File: config.mk
export PLATFORM = sky130hd
export DESIGN_NAME = tron_mem_sequencer
export DESIGN_NICKNAME = d
export VERILOG_FILES = /design/src/rtl/tron_mem_sequencer.sv
export SDC_FILE = /design/constraint.sdc
export NUM_CORES = 1
export LEC_CHECK = 0
export CORE_UTILIZATION = 30
export DETAILED_ROUTE_END_ITERATION = 8
export HOLD_SLACK_MARGIN = 0.15
export PLACE_DENSITY = 0.8
export SLEW_MARGIN = 20
export SYNTH_ARGS = -nofsm -noshare
export SYNTH_HDL_FRONTEND = slang
export SYNTH_SLANG_ARGS = --single-unit
export TNS_END_PERCENT = 10
File: constraint.sdc
create_clock -name clk -period 1.96 [get_ports clk]
set_clock_uncertainty 0.2 [all_clocks]
set_input_delay 0.196 -clock clk [delete_from_list [all_inputs] [get_ports clk]]
set_output_delay 0.196 -clock clk [all_outputs]
set_load 0.03 [all_outputs]
File: src/rtl/tron_mem_sequencer.sv
// Tron CPU memory sequencer: request/ack memory port, IR/load registers, retire pulse.
// Optional low-priority video read channel: define TRON_VIDEO_PORT_EN.
module tron_mem_sequencer #(
    parameter int                DATA_W      = 16,
    parameter int                ADDR_W      = 16,
    parameter int                TIMEOUT_CYC = 64,
    parameter logic [DATA_W-1:0] NOP_WORD    = '0
) (
    input  logic              clk,
    input  logic              reset,
`ifdef TRON_VIDEO_PORT_EN
    input  logic              vid_req,
    input  logic [ADDR_W-1:0] vid_addr,
    output logic [DATA_W-1:0] vid_rdata,
    output logic              vid_ack,
`endif
    input  logic [ADDR_W-1:0] pc_addr,
    input  logic [ADDR_W-1:0] data_addr,
    input  logic [DATA_W-1:0] store_data,
    input  logic              exec_load,
    input  logic              exec_store,
    output logic [DATA_W-1:0] instr_out,
    output logic [DATA_W-1:0] load_data,
    output logic              fetch_phase,
    output logic              step,
    output logic              bus_error,
    output logic              mem_req,
    output logic              mem_we,
    output logic [ADDR_W-1:0] mem_addr,
    output logic [DATA_W-1:0] mem_wdata,
    input  logic [DATA_W-1:0] mem_rdata,
    input  logic              mem_ack
);

    localparam int CNT_W = $clog2(TIMEOUT_CYC + 2);
    localparam logic [CNT_W-1:0] TO_LAST =
        CNT_W'(TIMEOUT_CYC > 0 ? TIMEOUT_CYC - 1 : 0);

    typedef enum logic [2:0] {
        S_BOOT,
        S_FETCH,
        S_DECODE,
        S_LOAD,
        S_STORE,
`ifdef TRON_VIDEO_PORT_EN
        S_VIDEO,
`endif
        S_RETIRE
    } state_t;

    state_t              state_q, state_d;
    logic [DATA_W-1:0]   instr_q, instr_d;
    logic [DATA_W-1:0]   load_q, load_d;
    logic                err_q, err_d;
    logic [CNT_W-1:0]    cnt_q, cnt_d;
    logic                acked;
    logic                expired;
`ifdef TRON_VIDEO_PORT_EN
    logic [DATA_W-1:0]   vdata_q, vdata_d;
    logic                vack_q, vack_d;
    logic                vused_q, vused_d;
`endif

    // Ack in the final wait cycle beats the timeout.
    assign acked   = mem_req && mem_ack;
    assign expired = mem_req && !mem_ack && (TIMEOUT_CYC != 0)
                     && (cnt_q == TO_LAST);

    always_ff @(posedge clk or posedge reset) begin
        if (reset) begin
            state_q <= S_BOOT;
            instr_q <= '0;
            load_q  <= '0;
            err_q   <= 1'b0;
            cnt_q   <= '0;
`ifdef TRON_VIDEO_PORT_EN
            vdata_q <= '0;
            vack_q  <= 1'b0;
            vused_q <= 1'b0;
`endif
        end else begin
            state_q <= state_d;
            instr_q <= instr_d;
            load_q  <= load_d;
            err_q   <= err_d;
            cnt_q   <= cnt_d;
`ifdef TRON_VIDEO_PORT_EN
            vdata_q <= vdata_d;
            vack_q  <= vack_d;
            vused_q <= vused_d;
`endif
        end
    end

    always_comb begin
        state_d = state_q;
        instr_d = instr_q;
        load_d  = load_q;
        err_d   = err_q;
`ifdef TRON_VIDEO_PORT_EN
        vdata_d = vdata_q;
        vack_d  = 1'b0;
        vused_d = vused_q;
`endif
        unique case (state_q)
            S_BOOT: state_d = S_FETCH;
            S_FETCH: begin
                if (acked) begin
                    instr_d = mem_rdata;
                    state_d = S_DECODE;
                end else if (expired) begin
                    instr_d = NOP_WORD;
                    err_d   = 1'b1;
                    state_d = S_DECODE;
                end
            end
            S_DECODE: begin
                if (exec_load && exec_store) begin
                    err_d   = 1'b1;
                    state_d = S_RETIRE;
                end else if (exec_load) begin
                    state_d = S_LOAD;
                end else if (exec_store) begin
                    state_d = S_STORE;
                end else begin
                    state_d = S_RETIRE;
                end
            end
            S_LOAD: begin
                if (acked) begin
                    load_d  = mem_rdata;
                    state_d = S_RETIRE;
                end else if (expired) begin
                    load_d  = '1;
                    err_d   = 1'b1;
                    state_d = S_RETIRE;
                end
            end
            S_STORE: begin
                if (acked) begin
                    state_d = S_RETIRE;
                end else if (expired) begin
                    err_d   = 1'b1;
                    state_d = S_RETIRE;
                end
            end
`ifdef TRON_VIDEO_PORT_EN
            S_RETIRE: begin
                // Alternate slots so video can never starve fetch.
                if (vid_req && !vused_q) begin
                    vused_d = 1'b1;
                    state_d = S_VIDEO;
                end else begin
                    vused_d = 1'b0;
                    state_d = S_FETCH;
                end
            end
            S_VIDEO: begin
                if (acked) begin
                    vdata_d = mem_rdata;
                    vack_d  = 1'b1;
                    state_d = S_FETCH;
                end else if (expired) begin
                    vdata_d = '1;
                    vack_d  = 1'b1;
                    err_d   = 1'b1;
                    state_d = S_FETCH;
                end
            end
`else
            S_RETIRE: state_d = S_FETCH;
`endif
            default: state_d = S_BOOT;
        endcase

        if (state_d != state_q) begin
            cnt_d = '0;
        end else if (mem_req && !mem_ack) begin
            cnt_d = cnt_q + CNT_W'(1);
        end else begin
            cnt_d = cnt_q;
        end
    end

    always_comb begin
        mem_req     = 1'b0;
        mem_we      = 1'b0;
        mem_addr    = '0;
        mem_wdata   = '0;
        step        = 1'b0;
        fetch_phase = 1'b0;
        unique case (state_q)
            S_BOOT: fetch_phase = 1'b1;
            S_FETCH: begin
                fetch_phase = 1'b1;
                mem_req     = 1'b1;
                mem_addr    = pc_addr;
            end
            S_LOAD: begin
                mem_req  = 1'b1;
                mem_addr = data_addr;
            end
            S_STORE: begin
                mem_req   = 1'b1;
                mem_we    = 1'b1;
                mem_addr  = data_addr;
                mem_wdata = store_data;
            end
`ifdef TRON_VIDEO_PORT_EN
            S_VIDEO: begin
                mem_req  = 1'b1;
                mem_addr = vid_addr;
            end
`endif
            S_RETIRE: step = 1'b1;
            default: ;
        endcase
    end

    assign instr_out = instr_q;
    assign load_data = load_q;
    assign bus_error = err_q;
`ifdef TRON_VIDEO_PORT_EN
    assign vid_rdata = vdata_q;
    assign vid_ack   = vack_q;
`endif

endmodule

Word-level counts from Yosys, hierarchy flattened
Cells that the tools add are included.
{ "classes": {"add_sub_neg": 1, "n_eq_ne": 10, "mux": 24, "n_reduce_logical": 16} }
{ "ops": {"columns": ["op", "count"], "rows": [
  ["$mux 16", 5],
  ["$pmux 16 s2", 1],
  ["$mux 3", 6],
  ["$mux 7", 2],
  ["$pmux 3 s4", 1],
  ["$mux 1", 8],
  ["$add 7x1->7 const B", 1],
  ["$eq 7x6->1 const B", 1],
  ["$eq 3x2->1 const B", 2],
  ["$eq 3x3->1 const B", 2],
  ["$reduce_bool 2->1", 3],
  ["$reduce_or 2->1", 3],
  ["$logic_and 1x1->1", 4],
  ["$ne 2x2->1 const B", 2],
  ["$reduce_and 2->1", 2],
  ["$reduce_and 4->1", 1],
  ["$eq 3x1->1 const B", 1],
  ["$logic_not 3->1", 1],
  ["$ne 3x3->1", 1],
  ["$reduce_or 3->1", 1],
  ["$ne 2x1->1 const B", 1],
  ["$pmux 1 s2", 1],
  ["$logic_not 1->1", 1]
]} }
{ "word_totals": {"reg_bits": 43, "input_bits": 69, "out_inout_bits": 69, "wordCells": 56} }

Logic depth before layout (Yosys ltp)
Gate-level depths: netlist of run 1.
{ "logic_depth": {"depth_word": 10, "mapped_depth": 7, "depth_no_buf": 5} }

Worst setup path after synthesis of run 1
No wires, ideal clock.
{ "synth_path": {"path_type": "register to register", "from": "register state_q[0]", "to": "register err_q (netlist: bus_error)", "setup_time_ps": 85, "t_arrival_ps": 1770, "required_time_ps": 1675, "setup_slack_ps": -95, "stages_incl_launch_ff": 6, "n_path_buf": 1, "period_less_slack_ps": 2055, "path_cell_list": "dfrtp_1 buf_2 inv_1 o21ai_0 nand2_1 o21ai_0"} }
{ "synth_via": {"elab_chain_cells": 7, "word_cells_on_any_way": 15, "cone_classes": "eq/ne (7); mux (2); reduce/logical (6)"} }
{ "synth_lines": {"columns": ["element", "line_no", "source"], "rows": [
  ["start, declared", "51", "state_t state_q, state_d;"],
  ["start signal, assigned", "82", "state_q <= state_d;"],
  ["$eq 3x3->1 (tied with other cells)", "192", "unique case (state_q)"],
  ["$reduce_or 3->1 (no source line) *", null, null],
  ["$mux 1 *", "192", null],
  ["via mem_req", "27", "output logic mem_req,"],
  ["$logic_and 1x1->1", "66", "assign expired = mem_req && !mem_ack && (TIMEOUT_CYC != 0)"],
  ["$logic_and 1x1->1", "67", "&& (cnt_q == TO_LAST);"],
  ["$ne 2x1->1 (no source line)", null, null],
  ["$reduce_and 4->1 (no source line) *", null, null],
  ["end signal, assigned", "85", "err_q <= err_d;"],
  ["end, declared", "54", "logic err_q, err_d;"]
]} }
Mark *: on every way through the listed nets, which the timed path passes. The rest lies on a longest branch.
A chain may end at the register's enable or synchronous reset.

Final worst setup path of run 1
{ "layout_path": {"from": "register state_q[1]", "to": "output port mem_addr[6]"} }
{ "layout_via": {"elab_chain_cells": 3, "word_cells_on_any_way": 5, "cone_classes": "eq/ne (3); mux (1); reduce/logical (1)"} }
{ "layout_lines": {"columns": ["element", "line_no", "source"], "rows": [
  ["$eq 3x3->1 or $eq 3x2->1 (tied branches)", "192", null],
  ["$reduce_or 2->1 (no source line)", null, null],
  ["$pmux 16 s2 *", "192", null],
  ["end, declared", "29", "output logic [ADDR_W-1:0] mem_addr,"]
]} }
Every way passes the cells marked *; elsewhere a longest branch is shown, timed or not.

==> impl_metrics.env, run 1 <==
export IMPL_status="complete, but fails checks"
export IMPL_violations="design-rule violations, negative setup slack"
export IMPL_max_slew_margin_pct=72.54
export IMPL_vias_per_cell=5.007
export IMPL_path_class="flip-flop to primary output"
export IMPL_core_mm2=0.006422
export IMPL_vdd_drop_max_uv=753.1
export IMPL_finalSetupTns_ps=-1917
export IMPL_min_path_type="flip-flop to flip-flop"
export IMPL_die_area_mm2=0.007033
export IMPL_antenna_found_initial=0
export IMPL_antenna_cells=0
export IMPL_final_area_mm2=0.003936
export IMPL_seq_area_frac_synth_pct=53.52
export IMPL_cts_sinks=43
export IMPL_worstPathMaxFanout=8
export IMPL_wl_per_cell_um=16.27
export IMPL_synth_top_area_cell="dfrtp_1"
export IMPL_clk_pin_slew_ps=80
export IMPL_clock_latency_ps=280
export IMPL_ys_warn_count=0
export IMPL_critPathMaxStageDelay_ps=450
export IMPL_fp_dieW_um=83.87
export IMPL_crit_path_end_kind="primary output"
export IMPL_rows=29
export IMPL_max_clock_path_buffers=2
export IMPL_powerDensity_mw_per_mm2=1676
export IMPL_fmax_mhz=485.8
export IMPL_cp_cell_sequence="or3b_4 -> nand2_4 -> clkbuf_16 -> a22o_2 -> buf_6"
export IMPL_ys_types=32
export IMPL_cts_inserted_buffers=5
export IMPL_overflow=0
export IMPL_grt_pass1_wl_um=10630
export IMPL_dr_pass1_iters=6
export IMPL_die_y_um=83.87
export IMPL_synth_area_mm2=0.002011
export IMPL_drt_first_iter_violations=101
export IMPL_slowest_stage="dfrtp_2"
export IMPL_drive_gt1_share_pct=33.53
export IMPL_via_count=2073
export IMPL_pin_count=138
export IMPL_start_kind="flip-flop"
export IMPL_avgSynthCellArea_um2=11.42
export IMPL_fin_crit_ps=2059
export IMPL_worst_pin_slew_ps=408.4
export IMPL_rsz0062_at_grt="yes"
export IMPL_place_ws_ps=51.12
export IMPL_cap_violations=0
export IMPL_cts_tree="built"
export IMPL_p_total_w=0.006597
export IMPL_area_delta_synth_final_pct=95.77
export IMPL_root_buffer="clkbuf_8"
export IMPL_synth_top_area_share_pct=53.52
export IMPL_postPlaceCellArea_mm2=0.003510
export IMPL_fin_ws_ps=-98.61
export IMPL_dpl_hpwl_um=4663
export IMPL_grt_max_degree=44
export IMPL_yosys_register_bits=43
export IMPL_first_global_vias=2158
export IMPL_grtUsageMet3_pct=4.550
export IMPL_ant_nets=0
export IMPL_hold_viol_final=0
export IMPL_syn_nets=246
export IMPL_leakage_nw=1.747
export IMPL_slew_viol_final=0
export IMPL_grt_util_all_layers_pct=18.80
export IMPL_htreeDepth=2
export IMPL_start_util_pct=31.31
export IMPL_grt_busiest_layer="met2"
export IMPL_fin_crit_sh_pct=105.0
export IMPL_setup_viol=33
export IMPL_met1_usage_pct=22.62
export IMPL_synth_cells=176
export IMPL_arrival_ps=1660
export IMPL_place_gp_congestion=0.7787
export IMPL_nNetsFinal=406
export IMPL_synth_area_leaders="dfrtp_1, a22o_1, o22a_2, and3_1, buf_2"
export IMPL_port_buffers=137
export IMPL_grt_use_met2_pct=33.76
export IMPL_cp_required_ps=1560
export IMPL_fillCellCount=532
export IMPL_holdWs_ps=267.0
export IMPL_drc=20
export IMPL_wl_um=6735
[synthesized netlist by cell type, drive strengths merged]
cell type,count
or3b,1
or3,1
a221oi,1
nor2b,2
xor2,2
inv,5
a22o,32
mux2i,1
and2,1
a41oi,1
nor3b,2
nor3,2
nor2,10
ha,1
buf,11
nand2b,1
o21bai,2
nand2,9
o31ai,1
nand3,4
and3,16
o22a,16
xnor2,2
o21ai,3
a21oi,2
clkbuf,3
nor4b,1
dfrtp,43
[worst paths after layout]
path,from,endpoint,slack [ps],cells past startpoint
max,state_q[1],mem_addr[6],-100,5
max reg2reg,cnt_q[0],state_q[0],10,6
max in group asynchronous,reset,state_q[2],720,4
min,cnt_q[0],cnt_q[0],270,1
min in group asynchronous,reset,instr_out[15],620,4
min reg2reg,cnt_q[0],cnt_q[0],270,1
[stage by stage]
| stage | util [%] | cells |
|---|---|---|
| after floorplan | - | 176 |
| after global placement | 54.65 | 394 |
| after detailed placement | 54.65 | 394 |
| after CTS | 59.38 | 410 |
| after global routing | 61.29 | 414 |
| final | 61.29 | 414 |
[flip-flops by register name, summed over array words and instances, names as in the netlist]
register / count
bus_error: 1
cnt_q: 7
instr_out: 16
load_data: 16
state_q: 3
[repair_timing]
item,CTS,global route
cloned,1,1
hold endpoints to repair,43,0
pin swaps,0,8
buffers inserted,6,3
gates resized for setup,43,16
endpoints found under the setup margin,34,59
hold buffers,1,0
[per-layer routing]
layer	vias to the layer above	wire [um]	share of wire (%)
met4	0	69	1.0
li1	977	-	-
met3	9	396	5.9
met1	1012	2658	39
met5	-	0	0
met2	75	3610	54
[where the power goes]
part	internal, W	switching [W]	total (W)	leakage [nW]
sequential	0.00125	0.000235	0.00149	0.509
combinational	0.00218	0.00235	0.00453	1.19
clock	0.000289	0.000286	0.000575	0.0484
[worst max-delay path, delay by kind of cell (launching register included)]
kind / cells / cell delay [ps]
buf+inv: 2 / 270
flops: 1 / 450
compound gates: 1 / 140
simple gates: 2 / 510
[kinds of logic after synthesis]
| group | Yosys count | synth area share (%) |
|---|---|---|
| AO/OA/AOI/OAI | 58 | 25.70 |
| XOR/XNOR | 4 | 1.743 |
| adder cells (fa/ha/maj) | 1 | 0.6222 |
| buffers and inverters | 19 | 4.480 |
| flip-flops | 43 | 53.52 |
| multiplexers | 1 | 0.4978 |
| AND/OR/NAND/NOR | 50 | 13.44 |
[placed cells by master (no fill, tap or decap), drive strengths merged]
cell	n
nor3b	2
buf	63
and3	16
or3	1
clkinvlp	1
clkdlybuf4s15	1
nand3	4
xor2	2
clkbuf	8
or3b	1
and2	1
clkdlybuf4s50	101
nor3	2
dlygate4sd3	1
o21bai	2
xnor2	2
o21ai	3
dfrtp	43
o22a	16
a22o	32
a221oi	1
nor2	10
a41oi	1
a21oi	2
o31ai	1
nor2b	2
ha	1
clkinv	1
inv	4
mux2i	1
nor4b	1
nand2	9
nand2b	1
[area by class of cell]
| class | instances | area, um2 | share of cell area [%] |
|---|---|---|---|
| flip-flops and latches | 43 | 1079 | 27.40 |
| clock inverters | 1 | 8.758 | 0.2225 |
| inverters | 5 | 22.52 | 0.5722 |
| well taps | 77 | 96.34 | 2.448 |
| multi-input cells | 114 | 942.2 | 23.94 |
| repair buffers | 167 | 1702 | 43.23 |
| clock buffers | 7 | 86.33 | 2.193 |
Power figures use the tool's default switching activity.
==> run 2, diff against run 1 <==
--- a/config.mk
+++ b/config.mk
@@ -10,3 +10,3 @@
 export HOLD_SLACK_MARGIN = 0.15
-export PLACE_DENSITY = 0.8
+export PLACE_DENSITY = 0.77
 export SLEW_MARGIN = 20
==> constraint.sdc (replaced) <==
create_clock -name clk -period 2.4 [get_ports clk]
set_clock_uncertainty 0.2 [all_clocks]
set_input_delay 0.24 -clock clk [delete_from_list [all_inputs] [get_ports clk]]
set_output_delay 0.24 -clock clk [all_outputs]
set_load 0.02 [all_outputs]
==> run 2 against run 1 <==
Net effect:
- the flow finishes with violations (design-rule violations)
- die area unchanged
- sequential cell count unchanged
- highest routed layer unchanged
- sequential share of layout area grew 2.5 points
- clock power shrank 6.1%
- register-to-register slack gained 360 ps
- power fell by 32%
- sequential power shrank 20%
- clock-buffer cell count fell by 1
- final cell count fell by 4.3%
==> impl_metrics.env, run 2 (synthesis results as in run 1) <==
export IMPL_root_buffer="clkbuf_8"
export IMPL_cts_sinks=43
export IMPL_first_global_vias=1944
export IMPL_path_class="flip-flop to primary output"
export IMPL_violations="design-rule violations"
export IMPL_grt_pass1_wl_um=9804
export IMPL_grt_max_degree=44
export IMPL_layout_common_cells="clkdlybuf4s50_1, dfrtp_1, a22o_1"
export IMPL_slew_viol_final=0
export IMPL_fmax_mhz=431.6
export IMPL_rows=29
export IMPL_core_mm2=0.006422
export IMPL_drive_gt1_share_pct=14.11
export IMPL_clk_pin_slew_ps=80
export IMPL_antenna_cells=0
export IMPL_leakage_nw=1.664
export IMPL_grt_use_met2_pct=29.14
export IMPL_htreeDepth=2
export IMPL_arrival_ps=1880
export IMPL_fin_crit_ps=2317
export IMPL_power_share_switching_pct=40.35
export IMPL_wl_um=6112
export IMPL_via_count=1958
export IMPL_fin_ws_ps=82.84
export IMPL_grt_busiest_layer="met2"
export IMPL_cts_inserted_buffers=5
export IMPL_intPower_w=0.002671
export IMPL_critPathMaxStageDelay_ps=490
export IMPL_rsz0062_at_grt="no"
export IMPL_r2r_cells=5
export IMPL_grt_util_all_layers_pct=17.11
export IMPL_die_area_mm2=0.007033
export IMPL_dr_pass1_iters=6
export IMPL_antenna_found_initial=0
export IMPL_wl_per_cell_um=15.43
export IMPL_clock_latency_ps=290
export IMPL_fp_dieW_um=83.87
export IMPL_ant_nets=0
export IMPL_combPwrFrac_pct=61.3
export IMPL_fin_crit_sh_pct=96.55
export IMPL_pin_count=138
export IMPL_start_kind="flip-flop"
export IMPL_fillCellCount=566
export IMPL_post_cts_buffers=0
export IMPL_mostFrequentLayoutCell="clkdlybuf4s50_1"
export IMPL_cts_tree="built"
export IMPL_cap_violations=0
export IMPL_met1_usage_pct=22.29
export IMPL_vias_per_cell=4.944
export IMPL_dpl_hpwl_um=4543
export IMPL_crit_path_end_kind="primary output"
export IMPL_drt_first_iter_violations=101
export IMPL_area_delta_synth_final_pct=78.97
export IMPL_grtUsageMet3_pct=4.847
export IMPL_worst_pin_slew_ps=697.7
export IMPL_overflow=0
export IMPL_finalSetupTns_ps=0
export IMPL_place_gp_congestion=0.7512
export IMPL_cp_required_ps=1960
export IMPL_hold_viol_final=0
export IMPL_slowest_stage="or3b_2"
export IMPL_port_buffers=137
export IMPL_min_path_type="primary input to asynchronous set/reset pin"
export IMPL_cp_cell_sequence="or3b_2 -> nand2_1 -> buf_12 -> a22o_1 -> dlygate4sd2_1"
export IMPL_powerDensity_mw_per_mm2=1244
export IMPL_worstPathMaxFanout=16
export IMPL_start_util_pct=31.31
export IMPL_vdd_drop_max_uv=678.9
export IMPL_setup_viol=0
export IMPL_power_net_switching_w=0.001807
export IMPL_place_ws_ps=100.9
export IMPL_drc=20
export IMPL_max_slew_margin_pct=53.49
export IMPL_max_clock_path_buffers=2
export IMPL_die_y_um=83.87
export IMPL_seq_power_share_pct=26.7
export IMPL_status="complete, but fails checks"
export IMPL_nNetsFinal=389
export IMPL_p_clk_share_pct=12.1
-- run 2: critical path: cells and delay by family (launching register included) --
kind | cells | cell delay, ps
AOI/OAI and AO/OA | 1 | 120
buffers and inverters | 2 | 480
DFF | 1 | 370
and+or+nand+nor | 2 | 620
-- run 2: final timing paths --
| kind | start | end | slack, ps |
|---|---|---|---|
| worst max-delay path | state_q[0] | mem_addr[5] | 80 |
| worst min-delay path | reset | load_data[11] | 170 |
| worst max register to register | state_q[1] | instr_out[2] | 370 |
| worst min register to register | cnt_q[0] | cnt_q[0] | 270 |
| max in group asynchronous | reset | load_data[1] | 1460 |
| min in group clk | cnt_q[0] | cnt_q[0] | 270 |
-- run 2: timing repair --
| action | 4_1_cts | 5_1_grt |
|---|---|---|
| hold endpoints to repair | 0 | 0 |
| pin swaps | 0 | 0 |
| endpoints found under the setup margin | 33 | 17 |
| hold buffers | 0 | 0 |
| resized for setup | 33 | 19 |
-- run 2: stage by stage --
| step | cells | utilization (%) | cell area, um2 | total power, W | hold slack [ps] |
|---|---|---|---|---|---|
| 6_report | 396 | 56.03 | 3598 | 0.004477 | 171.7 |
| 3_5_place_dp | 389 | 55.04 | 3535 | 0.004099 | 264.2 |
| 2_1_floorplan | 176 | - | 2011 | 0.002692 | 179.7 |
| 5_1_grt | 396 | 56.03 | 3598 | 0.004724 | 248.1 |
| 4_1_cts | 396 | 55.99 | 3596 | 0.004504 | 198.9 |
| 3_3_place_gp | 389 | 55.04 | 3535 | 0.004050 | 255.6 |
-- run 2: area by class of cell --
class	instances	area, um2	share of cell area, %
tap	77	96.34	2.677
timing repair buffer	150	1450	40.30
clock inverter	1	30.03	0.8345
inverter	5	18.77	0.5216
sequential	43	1076	29.90
clock buffer	6	72.57	2.017
multi-input combinational	114	854.6	23.75
-- run 2: power by group through the flow --
stage | Combinational [W] | Sequential [W] | Clock [W]
floorplan | 0.00121 | 0.00149 | 0
global placement | 0.00285 | 0.00120 | 0
detailed placement | 0.00290 | 0.00120 | 0
CTS | 0.00275 | 0.00120 | 0.000553
global route | 0.00291 | 0.00123 | 0.000579
finish | 0.00274 | 0.00119 | 0.000540
-- run 2: metal layers --
layer | routed length (um) | up-vias
met3 | 410 | 4
li1 | - | 941
met1 | 2667 | 937
met5 | 0 | -
met4 | 44 | 0
met2 | 2990 | 76
